**src/rtl/gun_pkg.sv**
```systemverilog
// Shared types and default constants for the light-gun sensor stage.
package gun_pkg;

  typedef enum logic [2:0] {
    ST_IDLE  = 3'd0,
    ST_ARMED = 3'd1,
    ST_SCAN  = 3'd2,
    ST_HIT   = 3'd3,
    ST_MISS  = 3'd4,
    ST_HOLD  = 3'd5,
    ST_RLD   = 3'd6
  } gun_state_t;

  localparam logic [15:0] DEF_DEBOUNCE      = 16'd20000;
  localparam logic [7:0]  DEF_SENSOR_LEN    = 8'd12;
  localparam logic [7:0]  DEF_OFFS_LIM      = 8'd2;
  localparam logic [2:0]  DEF_RELOAD_FRAMES = 3'd5;

  // True when the beam position equals the captured aim point.
  function automatic logic aim_match(input logic [9:0] h, input logic [8:0] v,
                                     input logic [7:0] x, input logic [7:0] y);
    return (h == {2'b00, x}) && (v == {1'b0, y});
  endfunction

endpackage

```
**src/rtl/gun_debounce.sv**
```systemverilog
// Two-flop synchroniser followed by a restart-on-mismatch debounce counter.
module gun_debounce
  import gun_pkg::*;
#(
  parameter logic [15:0] DEBOUNCE = DEF_DEBOUNCE
) (
  input  logic clk,
  input  logic rst,
  input  logic din,
  output logic dout
);

  logic        sync1;
  logic        sync2;
  logic [15:0] cnt;

  // Synchronise the raw input and accept a new level after DEBOUNCE stable cycles.
  always_ff @(posedge clk or posedge rst) begin
    if (rst) begin
      sync1 <= 1'b0;
      sync2 <= 1'b0;
      cnt   <= 16'd0;
      dout  <= 1'b0;
    end else begin
      sync1 <= din;
      sync2 <= sync1;
      if (sync2 != dout) begin
        if (cnt == DEBOUNCE - 16'd1) begin
          dout <= sync2;
          cnt  <= 16'd0;
        end else begin
          cnt <= cnt + 16'd1;
        end
      end else begin
        cnt <= 16'd0;
      end
    end
  end

endmodule

```
**src/rtl/gun_sensor.sv**
```systemverilog
// Light-gun photo-sensor emulation: trigger debounce, shot FSM, reload strobe.
// Optional shot-coordinate latch compiled in with GUN_SENSOR_LATCH_EN.
module gun_sensor
  import gun_pkg::*;
#(
  parameter logic [15:0] DEBOUNCE      = DEF_DEBOUNCE,
  parameter logic [7:0]  SENSOR_LEN    = DEF_SENSOR_LEN,
  parameter logic [7:0]  OFFS_LIM      = DEF_OFFS_LIM,
  parameter logic [2:0]  RELOAD_FRAMES = DEF_RELOAD_FRAMES
) (
  input  logic       CLK,
  input  logic       RESET,
  input  logic       CE_PIX,
  input  logic       VDE,
  input  logic [9:0] H_COUNT,
  input  logic [8:0] V_COUNT,
  input  logic [7:0] GUN_X,
  input  logic [7:0] GUN_Y,
  input  logic       TRIGGER,
  output logic       TRIG_OUT,
  output logic       SENSOR,
  output logic       RELOAD,
  output logic [7:0] SHOT_X,
  output logic [7:0] SHOT_Y,
  output logic       SHOT_VALID,
  input  logic       SHOT_ACK
);

  gun_state_t state, state_nx;
  logic [7:0] tx, ty;
  logic [7:0] pcnt, pcnt_nx;
  logic [2:0] fcnt, fcnt_nx;
  logic       trig_prev, vde_prev;
  logic       capture;
  logic       trig_rise, vde_rise, vde_fall;

  gun_debounce #(.DEBOUNCE(DEBOUNCE)) u_trig_db (
    .clk  (CLK),
    .rst  (RESET),
    .din  (TRIGGER),
    .dout (TRIG_OUT)
  );

  // VDE edges are only meaningful on pixel ticks.
  assign trig_rise = TRIG_OUT & ~trig_prev;
  assign vde_rise  = CE_PIX & VDE & ~vde_prev;
  assign vde_fall  = CE_PIX & ~VDE & vde_prev;

  // Shot FSM next-state and counter logic.
  always_comb begin
    state_nx = state;
    pcnt_nx  = pcnt;
    fcnt_nx  = fcnt;
    capture  = 1'b0;
    case (state)
      ST_IDLE: begin
        if (trig_rise) begin
          if (GUN_Y < OFFS_LIM) begin
            state_nx = ST_RLD;
            fcnt_nx  = RELOAD_FRAMES;
          end else begin
            state_nx = ST_ARMED;
            capture  = 1'b1;
          end
        end else begin
          state_nx = ST_IDLE;
        end
      end
      ST_ARMED: begin
        if (vde_rise) state_nx = ST_SCAN;
        else          state_nx = ST_ARMED;
      end
      ST_SCAN: begin
        // A match on the tick where VDE falls still counts as a hit.
        if (CE_PIX && aim_match(H_COUNT, V_COUNT, tx, ty)) begin
          state_nx = ST_HIT;
          pcnt_nx  = SENSOR_LEN;
        end else if (vde_fall) begin
          state_nx = ST_MISS;
        end else begin
          state_nx = ST_SCAN;
        end
      end
      ST_HIT: begin
        if (CE_PIX) begin
          if (pcnt == 8'd1) begin
            state_nx = ST_HOLD;
            pcnt_nx  = 8'd0;
          end else begin
            pcnt_nx = pcnt - 8'd1;
          end
        end else begin
          pcnt_nx = pcnt;
        end
      end
      ST_MISS: state_nx = ST_HOLD;
      ST_HOLD: begin
        if (!TRIG_OUT) state_nx = ST_IDLE;
        else           state_nx = ST_HOLD;
      end
      ST_RLD: begin
        if (fcnt == 3'd0)  state_nx = ST_HOLD;
        else if (vde_rise) fcnt_nx  = fcnt - 3'd1;
        else               fcnt_nx  = fcnt;
      end
      default: state_nx = ST_IDLE;
    endcase
  end

  // State, counters, edge history, aim capture and registered outputs.
  always_ff @(posedge CLK or posedge RESET) begin
    if (RESET) begin
      state     <= ST_IDLE;
      pcnt      <= 8'd0;
      fcnt      <= 3'd0;
      trig_prev <= 1'b0;
      vde_prev  <= 1'b0;
      tx        <= 8'd0;
      ty        <= 8'd0;
      SENSOR    <= 1'b0;
      RELOAD    <= 1'b0;
    end else begin
      state     <= state_nx;
      pcnt      <= pcnt_nx;
      fcnt      <= fcnt_nx;
      trig_prev <= TRIG_OUT;
      if (CE_PIX) vde_prev <= VDE;
      if (capture) begin
        tx <= GUN_X;
        ty <= GUN_Y;
      end
      SENSOR <= (state_nx == ST_HIT);
      RELOAD <= (state_nx == ST_RLD);
    end
  end

`ifdef GUN_SENSOR_LATCH_EN
  logic hit_entry;
  assign hit_entry = (state != ST_HIT) && (state_nx == ST_HIT);

  // Shot latch: a new hit takes priority over a simultaneous acknowledge.
  always_ff @(posedge CLK or posedge RESET) begin
    if (RESET) begin
      SHOT_X     <= 8'd0;
      SHOT_Y     <= 8'd0;
      SHOT_VALID <= 1'b0;
    end else if (hit_entry) begin
      SHOT_X     <= tx;
      SHOT_Y     <= ty;
      SHOT_VALID <= 1'b1;
    end else if (SHOT_ACK) begin
      SHOT_VALID <= 1'b0;
    end
  end
`else
  logic unused_ack;
  assign unused_ack = SHOT_ACK;
  assign SHOT_X     = 8'd0;
  assign SHOT_Y     = 8'd0;
  assign SHOT_VALID = 1'b0;
`endif

endmodule

```
**config.mk**
```make
export PLATFORM = sky130hd
export DESIGN_NAME = gun_sensor
export DESIGN_NICKNAME = d
export VERILOG_FILES = /design/src/rtl/gun_pkg.sv /design/src/rtl/gun_debounce.sv /design/src/rtl/gun_sensor.sv
export SDC_FILE = /design/constraint.sdc
export NUM_CORES = 1
export LEC_CHECK = 0
export ABC_AREA = 0
export CORE_ASPECT_RATIO = 0.5
export CORE_UTILIZATION = 45
export DETAILED_ROUTE_END_ITERATION = 8
export DONT_BUFFER_PORTS = 1
export PLACE_DENSITY = 0.68
export SETUP_SLACK_MARGIN = 0.15
export SYNTH_ARGS = -nofsm -noshare
export SYNTH_HDL_FRONTEND = slang
export SYNTH_SLANG_ARGS = --single-unit
export TNS_END_PERCENT = 10
```
**constraint.sdc**
```tcl
create_clock -name CLK -period 3.4 [get_ports CLK]
set_clock_uncertainty 0.15 [all_clocks]
set_input_delay 0.68 -clock CLK [delete_from_list [all_inputs] [get_ports CLK]]
set_output_delay 0.68 -clock CLK [all_outputs]
set_load 0.005 [all_outputs]
```
-- Word level (Yosys, flattened, before mapping)
Cells that the tools add are included.
- $add $sub $neg: 3
- magnitude comparators: 1
- equal/unequal tests: 19
- muxes and demuxes: 24
- bitwise operators: 8
- reductions and logical operators: 9
- operators with widths (cell ; number):
    $mux W3 ; 12
    $mux W16 ; 2
    $mux W8 ; 3
    $pmux W3 S7 ; 1
    $add A16 B1 Y16 const B ; 1
    $eq A16 B15 Y1 const B ; 1
    $pmux W8 S2 ; 1
    $eq A3 B3 Y1 const B ; 4
    $ne A2 B2 Y1 const B ; 6
    $eq A10 B8 Y1 ; 1
    $eq A3 B2 Y1 const B ; 3
    $eq A9 B8 Y1 ; 1
    $eq A8 B1 Y1 const B ; 1
    $lt A8 B2 Y1 const B ; 1
    $sub A8 B1 Y8 const B ; 1
    $logic_not A3 Y1 ; 2
    $pmux W3 S2 ; 1
    $and A1 B1 Y1 ; 5
    $reduce_and A5 Y1 ; 1
    $reduce_bool A2 Y1 ; 2
    $eq A3 B1 Y1 const B ; 1
    $mux W1 ; 3
    $not A1 Y1 ; 3
    $reduce_and A3 Y1 ; 1
    other kinds (5) ; 6
- bits in registers: 53
- bits of input ports: 41
- output and inout bits: 20
- word-level logic and storage cells: 77

-- Longest topological paths before layout
Gate-level depths: netlist (run 1).
- word-level depth: 7
- mapped depth: 7
- gate-level depth less buffers: 7

-- Modules after synthesis
Synthesis (run 1) repeated with hierarchy kept, for this count alone.
- cells, all modules: 274
- area total of the unflattened synthesis: 2914.0 µm²
- by module, submodules not included (module ; instances ; cells each ; area an instance (µm²) ; seq. area each (µm²)):
    gun_sensor ; 1 ; 187 ; 1994.4 ; 850.8
    gun_debounce ; 1 ; 87 ; 919.6 ; 475.5

-- Worst setup path after synthesis (run 1)
OpenSTA, ideal clock, no wires.
- path type: in2reg
- from: input CE_PIX
- to: register pcnt[3]
- library setup time: 120 ps
- arrival: 2154 ps
- required time: 3130 ps
- path slack: 977 ps
- stages: 6
- path buffers: 1
- path through: buf_4 -> or4b_1 -> nor4_1 -> nand3_1 -> o311a_1 -> a31o_1
- longest elaborated chain between the ends: 3
- elaborated cells on any way between the ends: 4
- those cells by class: eq/ne: 2; reduce/logical: 2
- RTL lines (element ; line ; source):
    start, declared ; gun_sensor.sv:13 ; input logic CE_PIX,
    $logic_and A1 B1 Y1 ; gun_sensor.sv:75 ; if (CE_PIX && aim_match(H_COUNT, V_COUNT, tx, ty)) begin
    $ne A2 B2 Y1 (no line) ; - ;
    $reduce_and A3 Y1 (no line) (*) ; - ;
    end signal, assigned ; gun_sensor.sv:124 ; pcnt <= pcnt_nx;
    end, declared ; gun_sensor.sv:31 ; logic [7:0] pcnt, pcnt_nx;
Every way passes the cells marked *; elsewhere a longest branch is shown, timed or not.
A chain may end at the register's enable or synchronous reset.

-- Worst setup path after layout (run 1)
- from: input H_COUNT[9]
- to: register pcnt[7]
- longest elaborated chain between the ends: 5
- RTL lines (element ; line ; source):
    start, declared ; gun_sensor.sv:15 ; input logic [9:0] H_COUNT,
    $eq A10 B8 Y1 ; gun_pkg.sv:22 ; return (h == {2'b00, x}) && (v == {1'b0, y});
    $logic_and A1 B1 Y1 ; gun_pkg.sv:22 ;
    $logic_and A1 B1 Y1 ; gun_sensor.sv:75 ;
    $ne A2 B2 Y1 (no line) ; - ;
    $reduce_and A3 Y1 (no line) ; - ;
Every way passes these cells.

==> metrics.md, run 1 <==
| Metric | Value |
|---|---|
| Status | `completed` |
| Via/cell ratio | `between 5 and 6` |
| EDFF count, synth | `0` |
| Die ar. | `6650 um2` |
| Pin count of the biggest net entering global routing | `between 50 and 60` |
| RSZ-0062 raised after global routing | `false` |
| Slew headroom | `about 28%` |
| CTS tree | `built` |
| Number of max-cap violations | `0` |
| Average size of a mapped cell | `a little over 10 um2` |
| Hold Path Sink | `u_trig_db.sync2$_DFF_PP0_` |
| Clk pwr share | `between 30% and 40%` |
| Post-route setup slack | `~1000 ps` |
| Sequential area share after synthesis | `between 40% and 50%` |
| Clock tree buffer depth | `2` |
| Metal-1 WL | `around 2200 um` |
| Layout Utilization | `between 40% and 50%` |
| Switching share of power | `~31%` |
| Remaining DRCs | `0` |
| Async SR Flop Fraction | `100.0%` |
| FF-to-FF End | `ty[0]$_DFFE_PP0P_` |
| # resized after CTS | `0` |
| Worst hold slack | `203.1 ps` |
| Critical path arrival | `about 2400 ps` |
| Power Dens Cells | `approximately 590 nW/um2` |
| Endpoint type of the worst setup path | `flip-flop` |
| Clk sinks | `53` |
| Crit path launch | `H_COUNT[9]` |
| Tmin final | `~2400 ps` |
| Core area | `just over 6000 um2` |
| Dpl hpwl | `3715 um` |
| Hold_buf cts | `0` |
| Worst Hold Class | `reg -> reg` |
| Finished Layout Cells | `between 300 and 400` |
| Initial antenna violation count | `0` |
| Peak VDD IR | `0.2075 mV` |
| # rows | `20` |
| HP Start | `u_trig_db.sync1$_DFF_PP0_` |
| Chip height | `about 58 um` |
| Number of global-route vias before repair | `approximately 1900` |
| Combinational share of power | `~23%` |
| DP Worst Slack | `665.8 ps` |
| Vias post-DR | `approximately 1900` |
| Critical Path Slowest Stage Cell | `or4b_1` |
| # placed instances | `between 300 and 400` |
| Mapped Cells | `about 280` |
| Htree depth | `2` |
| IO Count | `61` |
| DRT antenna net count | `0` |
| Crit path cell chain | `or4b_1, nor4_1, nand3_1, nor3_2, o21ai_0` |
| #FFs+latches synth | `53` |
| Post-CTS Setup Bufs | `0` |
| Reg2Reg Setup Slack | `roughly 1200 ps` |
| Diode count | `0` |
| CTS Buf Count | `5` |
| Crit-path max cell delay | `about 510 ps` |
| 1st-iter DRT viols | `just over 70` |
| Routed length on met3 | `around 170 um` |
| Routed len/inst | `14.33 um` |
| DRT Pass-1 Iters | `4` |
| Final worst path period share | `70.56%` |
| Share of power burned in registers | `~45%` |
| Starting Density | `46.69%` |
| GRT Total Usage | `between 15 and 20%` |
| Nets | `~320` |
| Met2 Wirelength | `~2800 um` |
| Chip width | `about 110 um` |
| Max Slew Vio Count | `0` |
| Synth cell types | `between 40 and 50` |
| Achievable Freq | `~420 MHz` |
| Final Hold Viols | `0` |
| IO Port Bufs | `0` |
| Global-route wire length before repair | `about 8400 um` |
| Critical path class | `in -> reg` |
| Worst Reg-to-Reg Cells | `5` |
| Setup violations, final | `0` |
| Grt total ovfl | `0` |
| Worst R2R Start | `state[1]$_DFF_PP0_` |
| Synthesized area | `between 2000 and 3000 um2` |
| Clock root buffer | `clkbuf_16` |
| Top Metal Used | `met4` |
| Clk slew on worst S/H paths | `70 ps` |
| Critical Path Start Type | `input pin` |
| Worst slew pin tran | `around 1100 ps` |
| Crit-path max FO | `10` |
| Area Growth Syn to Fin | `5.950%` |
| Ys Warns | `0` |
| P_int | `~1.2 mW` |
| Layout cell share with drive strength beyond 1 | `between 10% and 20%` |
| CP Data Required Time | `between 3000 and 4000 ps` |
| Final WL | `5215 um` |
| Worst skew pair latency | `~290 ps` |
| NetSw | `about 550 uW` |
| P_leak | `1.431 nW` |
| Fin Setup TNS | `0 ps` |
| Placer Congestion | `0.7541` |
| Min-Delay Path Depth | `0` |
| Main flop type after synthesis | `dfrtp_1` |
state kept, by name, indices dropped and copies added (netlist names), 3 cells and up:
name           count
pcnt               8
u_trig_db.cnt     16
state              3
tx                 8
fcnt               3
ty                 8
critical path: cells and delay by family:
family,cells,cell delay (ps)
AOI/OAI and AO/OA,1,200
and+or+nand+nor,4,1500
metal layers:
metal / up-vias / GRT usage (%)
met5: - / 0
met4: 0 / 5.937
met3: 4 / 3.452
met2: 43 / 31.86
met1: 944 / 18.55
li1: 927 / -
area by class of cell:
type	instances	area (um2)
fill	542	3073
multi-input combinational	204	1359
sequential	53	1326
clock buffer	5	125.1
tap	88	110.1
inverter	11	41.29
clock inverter	2	38.79
timing repair buffer	1	7.507
logic make-up after synthesis:
logic type	count (synthesis)	share of synthesized area [%]
fa+ha+maj	5	2.204
flops	53	46.72
xor+xnor	31	9.564
compound gates	33	8.021
other cells	1	0.1321
mux	18	7.096
buf+inv	36	7.536
simple gates	100	18.73
through the flow:
| stage | cell area [um2] | total power [mW] |
|---|---|---|
| after floorplan | 2899 | 1.140 |
| after global placement | 2844 | 1.186 |
| after detailed placement | 2844 | 1.219 |
| after CTS | 3008 | 1.795 |
| after global routing | 3008 | 1.887 |
| final | 3008 | 1.784 |
worst max-delay path by stage:
stage	slack [ps]	endpoint
finish	1000	pcnt[7]$_DFFE_PP0P_
global route	880	pcnt[5]$_DFFE_PP0P_
CTS	970	pcnt[7]$_DFFE_PP0P_
detailed placement	670	pcnt[7]$_DFFE_PP0P_
global placement	750	pcnt[5]$_DFFE_PP0P_
floorplan	980	pcnt[3]$_DFFE_PP0P_
cells in the final DEF (no fill, tap or decap), drive strengths merged, types with 2 or more instances in the layout:
| cell type | instances |
|---|---|
| nand3 | 9 |
| and2 | 2 |
| xor2 | 23 |
| a31oi | 2 |
| nand3b | 3 |
| nor3 | 5 |
| o31a | 2 |
| conb | 17 |
| o21ai | 10 |
| o31ai | 2 |
| nor4b | 3 |
| o22ai | 3 |
| nand2 | 24 |
| a21oi | 3 |
| dfrtp | 53 |
| and3 | 7 |
| xnor2 | 8 |
| clkbuf | 5 |
| nor2 | 18 |
| nor4 | 8 |
| nand4 | 3 |
| nand2b | 7 |
| ha | 5 |
| o21bai | 2 |
| inv | 12 |
| mux2 | 17 |
| or3 | 4 |
cells in the mapped netlist, drive strengths merged, types with 2 or more instances:
cell	n	area (um2)
nor3	5	30.03
xor2	23	201.4
ha	5	62.56
dfrtp	53	1326
and2	2	12.51
o31a	2	17.52
o31ai	2	15.01
nand2b	7	43.79
nand3	9	45.04
nor4b	3	26.28
clkbuf	4	15.01
nand4	3	18.77
o21bai	2	15.01
a21oi	3	15.01
buf	21	157.6
a31oi	2	12.51
or3	4	25.02
xnor2	8	70.07
nor2	18	67.56
nand2	24	90.09
nand3b	3	22.52
inv	11	41.29
o21ai	10	50.05
and3	7	43.79
o22ai	3	18.77
mux2	17	191.4
nor4	8	50.05
power by group through the flow:
stage / logic (mW) / clock network [mW] / registers, mW
floorplan: 0.361 / 0 / 0.779
global placement: 0.380 / 0 / 0.807
detailed placement: 0.402 / 0 / 0.817
CTS: 0.406 / 0.584 / 0.805
global route: 0.458 / 0.607 / 0.821
finish: 0.403 / 0.573 / 0.808
No activity file was read; power rests on OpenSTA's default activity.
==> inputs of run 2 (changes only) <==
PLACE_DENSITY = 0.7   (was 0.68)
clock period = 1.9 ns   (was 3.4 ns; I/O delays follow)
==> metrics.md, run 2 (synthesis gave the netlist of run 1 again) <==
| Metric | Value |
|---|---|
| Clk sinks | `53 (unchanged)` |
| Most common cell after layout, fill and taps aside | `dfrtp_1` |
| IO Port Bufs | `0 (unchanged)` |
| Clk pwr share | `28.1% (-4.0 points)` |
| Final-layout fill cell count | `490 (-9.6%)` |
| Routed length on met3 | `172 um (+1.2%)` |
| Number of max-cap violations | `0 (unchanged)` |
| Clock tree buffer depth | `2 (unchanged)` |
| Worst Reg-to-Reg Cells | `5 (unchanged)` |
| Final instance area | `3385 um2 (+13%)` |
| Diode count | `0 (unchanged)` |
| Chip height | `58.17 um (unchanged)` |
| Placer Congestion | `0.8712 (+16%)` |
| Htree depth | `2 (unchanged)` |
| Final Hold Viols | `0 (unchanged)` |
| Peak VDD IR | `0.5226 mV (+150%)` |
| Global-route wire length before repair | `9183 um (+8.7%)` |
| Combinational share of power | `30.4% (+7.8 points)` |
| Die ar. | `6650 um2 (unchanged)` |
| # rows | `20 (unchanged)` |
| Hold Path Sink | `vde_prev$_DFFE_PP0P_` |
| HP Start | `CE_PIX` |
| Achievable Freq | `538.3 MHz` |
| Reg2Reg Setup Slack | `40 ps (-1160 ps)` |
| DRT antenna net count | `0 (unchanged)` |
| CTS Buf Count | `5 (unchanged)` |
| Multi-input logic area | `1515 um2 (+12%)` |
| Final WL | `5606 um (+7.5%)` |
| Routed len/inst | `14.34 um (about the same)` |
| Placed cell area | `3067 um2 (+7.8%)` |
| NetSw | `1.085 mW (+97%)` |
| Initial antenna violation count | `0 (unchanged)` |
| Worst Hold Class | `in -> reg` |
| IO Count | `61 (unchanged)` |
| 1st-iter DRT viols | `61 (-14%)` |
| Worst skew pair latency | `290 ps (about the same)` |
| Grt total ovfl | `0 (unchanged)` |
| Reg area | `1326 um2 (unchanged)` |
| Nets | `348 (+8.1%)` |
| Design Power | `3.368 mW (+89%)` |
| P_leak | `1.595 nW (+11%)` |
| Starting Density | `46.69% (unchanged)` |
| Final worst path period share | `between 90% and 100%` |
| Max reg flops | `16 (unchanged)` |
| Worst R2R Start | `ty[4]$_DFFE_PP0P_` |
| Metal-1 WL | `2416 um (+8.1%)` |
| P_int | `2.283 mW (+85%)` |
| Number of global-route vias before repair | `2002 (+4.9%)` |
| Switching share of power | `32.21% (+1.3 points)` |
| Top reg by flops | `u_trig_db.cnt` |
| Area Growth Syn to Fin | `19.22%` |
| Via/cell ratio | `5.217 (-0.98%)` |
| Power Dens Cells | `995.0 nW/um2 (+68%)` |
| Critical path arrival | `1890 ps (-500 ps)` |
| Clk slew on worst S/H paths | `70 ps (about the same)` |
| Critical path class | `reg -> reg` |
| Min-Delay Path Depth | `1 (+1)` |
| GRT Total Usage | `17.84% (+1.2 points)` |
| FF-to-FF End | `pcnt[3]$_DFFE_PP0P_` |
| Clock root buffer | `clkbuf_16` |
| Top Metal Used | `met4` |
| RSZ-0062 raised after global routing | `true` |
| Status | `completed` |
| Share of power burned in registers | `41.6% (-3.7 points)` |
| CP Data Required Time | `1930 ps (-1460 ps)` |
| Max Slew Vio Count | `0 (unchanged)` |
| CTS tree | `built` |
| Remaining DRCs | `0 (unchanged)` |
| Pin count of the biggest net entering global routing | `54 (unchanged)` |
| Vias post-DR | `2040 (+6.4%)` |
| Critical Path Start Type | `flip-flop` |
| Endpoint type of the worst setup path | `flip-flop` |
| DRT Pass-1 Iters | `4 (unchanged)` |
| Setup violations, final | `0 (unchanged)` |
| Met2 Wirelength | `2939 um (+6.4%)` |
| Core area | `6081 um2 (unchanged)` |
| Layout cell share with drive strength beyond 1 | `24.09% (+14 points)` |
| Chip width | `114.3 um (unchanged)` |
| Crit-path max FO | `4 (-6)` |
| Tmin final | `between 1500 and 2000 ps` |
| Commonest cells after routing, fill and taps aside | `dfrtp_1 (53), nand2_1 (24), xor2_1 (23)` |
| Dpl hpwl | `3939 um (+6.0%)` |
## run 2: power by group through the flow
stage          Clock, mW  Combinational [mW]  Sequential (mW)
5_1_grt             1.01                1.15             1.42
2_1_floorplan          0               0.660             1.40
3_5_place_dp           0               0.942             1.40
6_report           0.945                1.02             1.40
3_3_place_gp           0               0.892             1.39
4_1_cts            0.961               0.952             1.38
## run 2: worst max-delay path, cell delays in order, from the launching register on
cell,delay [ps]
dfrtp_1,390
xor2_1,160
nor4_1,290
nand3_1,200
o311a_1,370
a31o_1,180
## run 2: worst max-delay path by stage
stage	startpoint	slack (ps)	to
2_1_floorplan	CE_PIX	-120	pcnt[3]$_DFFE_PP0P_
3_3_place_gp	H_COUNT[9]	-170	pcnt[3]$_DFFE_PP0P_
3_5_place_dp	H_COUNT[9]	-200	pcnt[3]$_DFFE_PP0P_
4_1_cts	ty[6]$_DFFE_PP0P_	0.9	pcnt[3]$_DFFE_PP0P_
5_1_grt	ty[4]$_DFFE_PP0P_	-30	pcnt[3]$_DFFE_PP0P_
6_report	ty[4]$_DFFE_PP0P_	40	pcnt[3]$_DFFE_PP0P_
## run 2: layout make-up
class / instances / area share [%]
flip-flops and latches: 53 / 39.19
inverters: 11 / 1.220
clock inverters: 2 / 0.4806
clock buffers: 6 / 4.104
repair buffers: 27 / 6.987
well taps: 88 / 3.253
multi-input cells: 204 / 44.77
## run 2: stage by stage
| step | utilization, % | setup slack, ps | setup TNS, ps | cells | hold slack, ps |
|---|---|---|---|---|---|
| finish | 55.66 | 42.18 | 0 | 391 | 37.58 |
| global route | 55.66 | -29.70 | -110.4 | 391 | 45.69 |
| CTS | 53.83 | 0.9268 | 0 | 391 | 37.82 |
| detailed placement | 50.43 | -198.1 | -1931 | 380 | 187.8 |
| global placement | 50.43 | -169.6 | -1158 | 380 | 184.9 |
| floorplan | - | -118.6 | -1439 | 293 | 181.2 |
## run 2: timing repair
item	in CTS	in global routing
setup buffers	1	0
endpoints found under the hold margin	54	0
pin swaps	5	3
gates resized for setup	5	26
endpoints found under the setup margin	29	46
hold buffers	2	0
## run 2: routing by layer
metal  track usage [%]  up-vias
li1                  -      973
met3             3.766        9
met5                 0        -
met1             22.39     1016
met2             31.69       42
met4             5.009        0
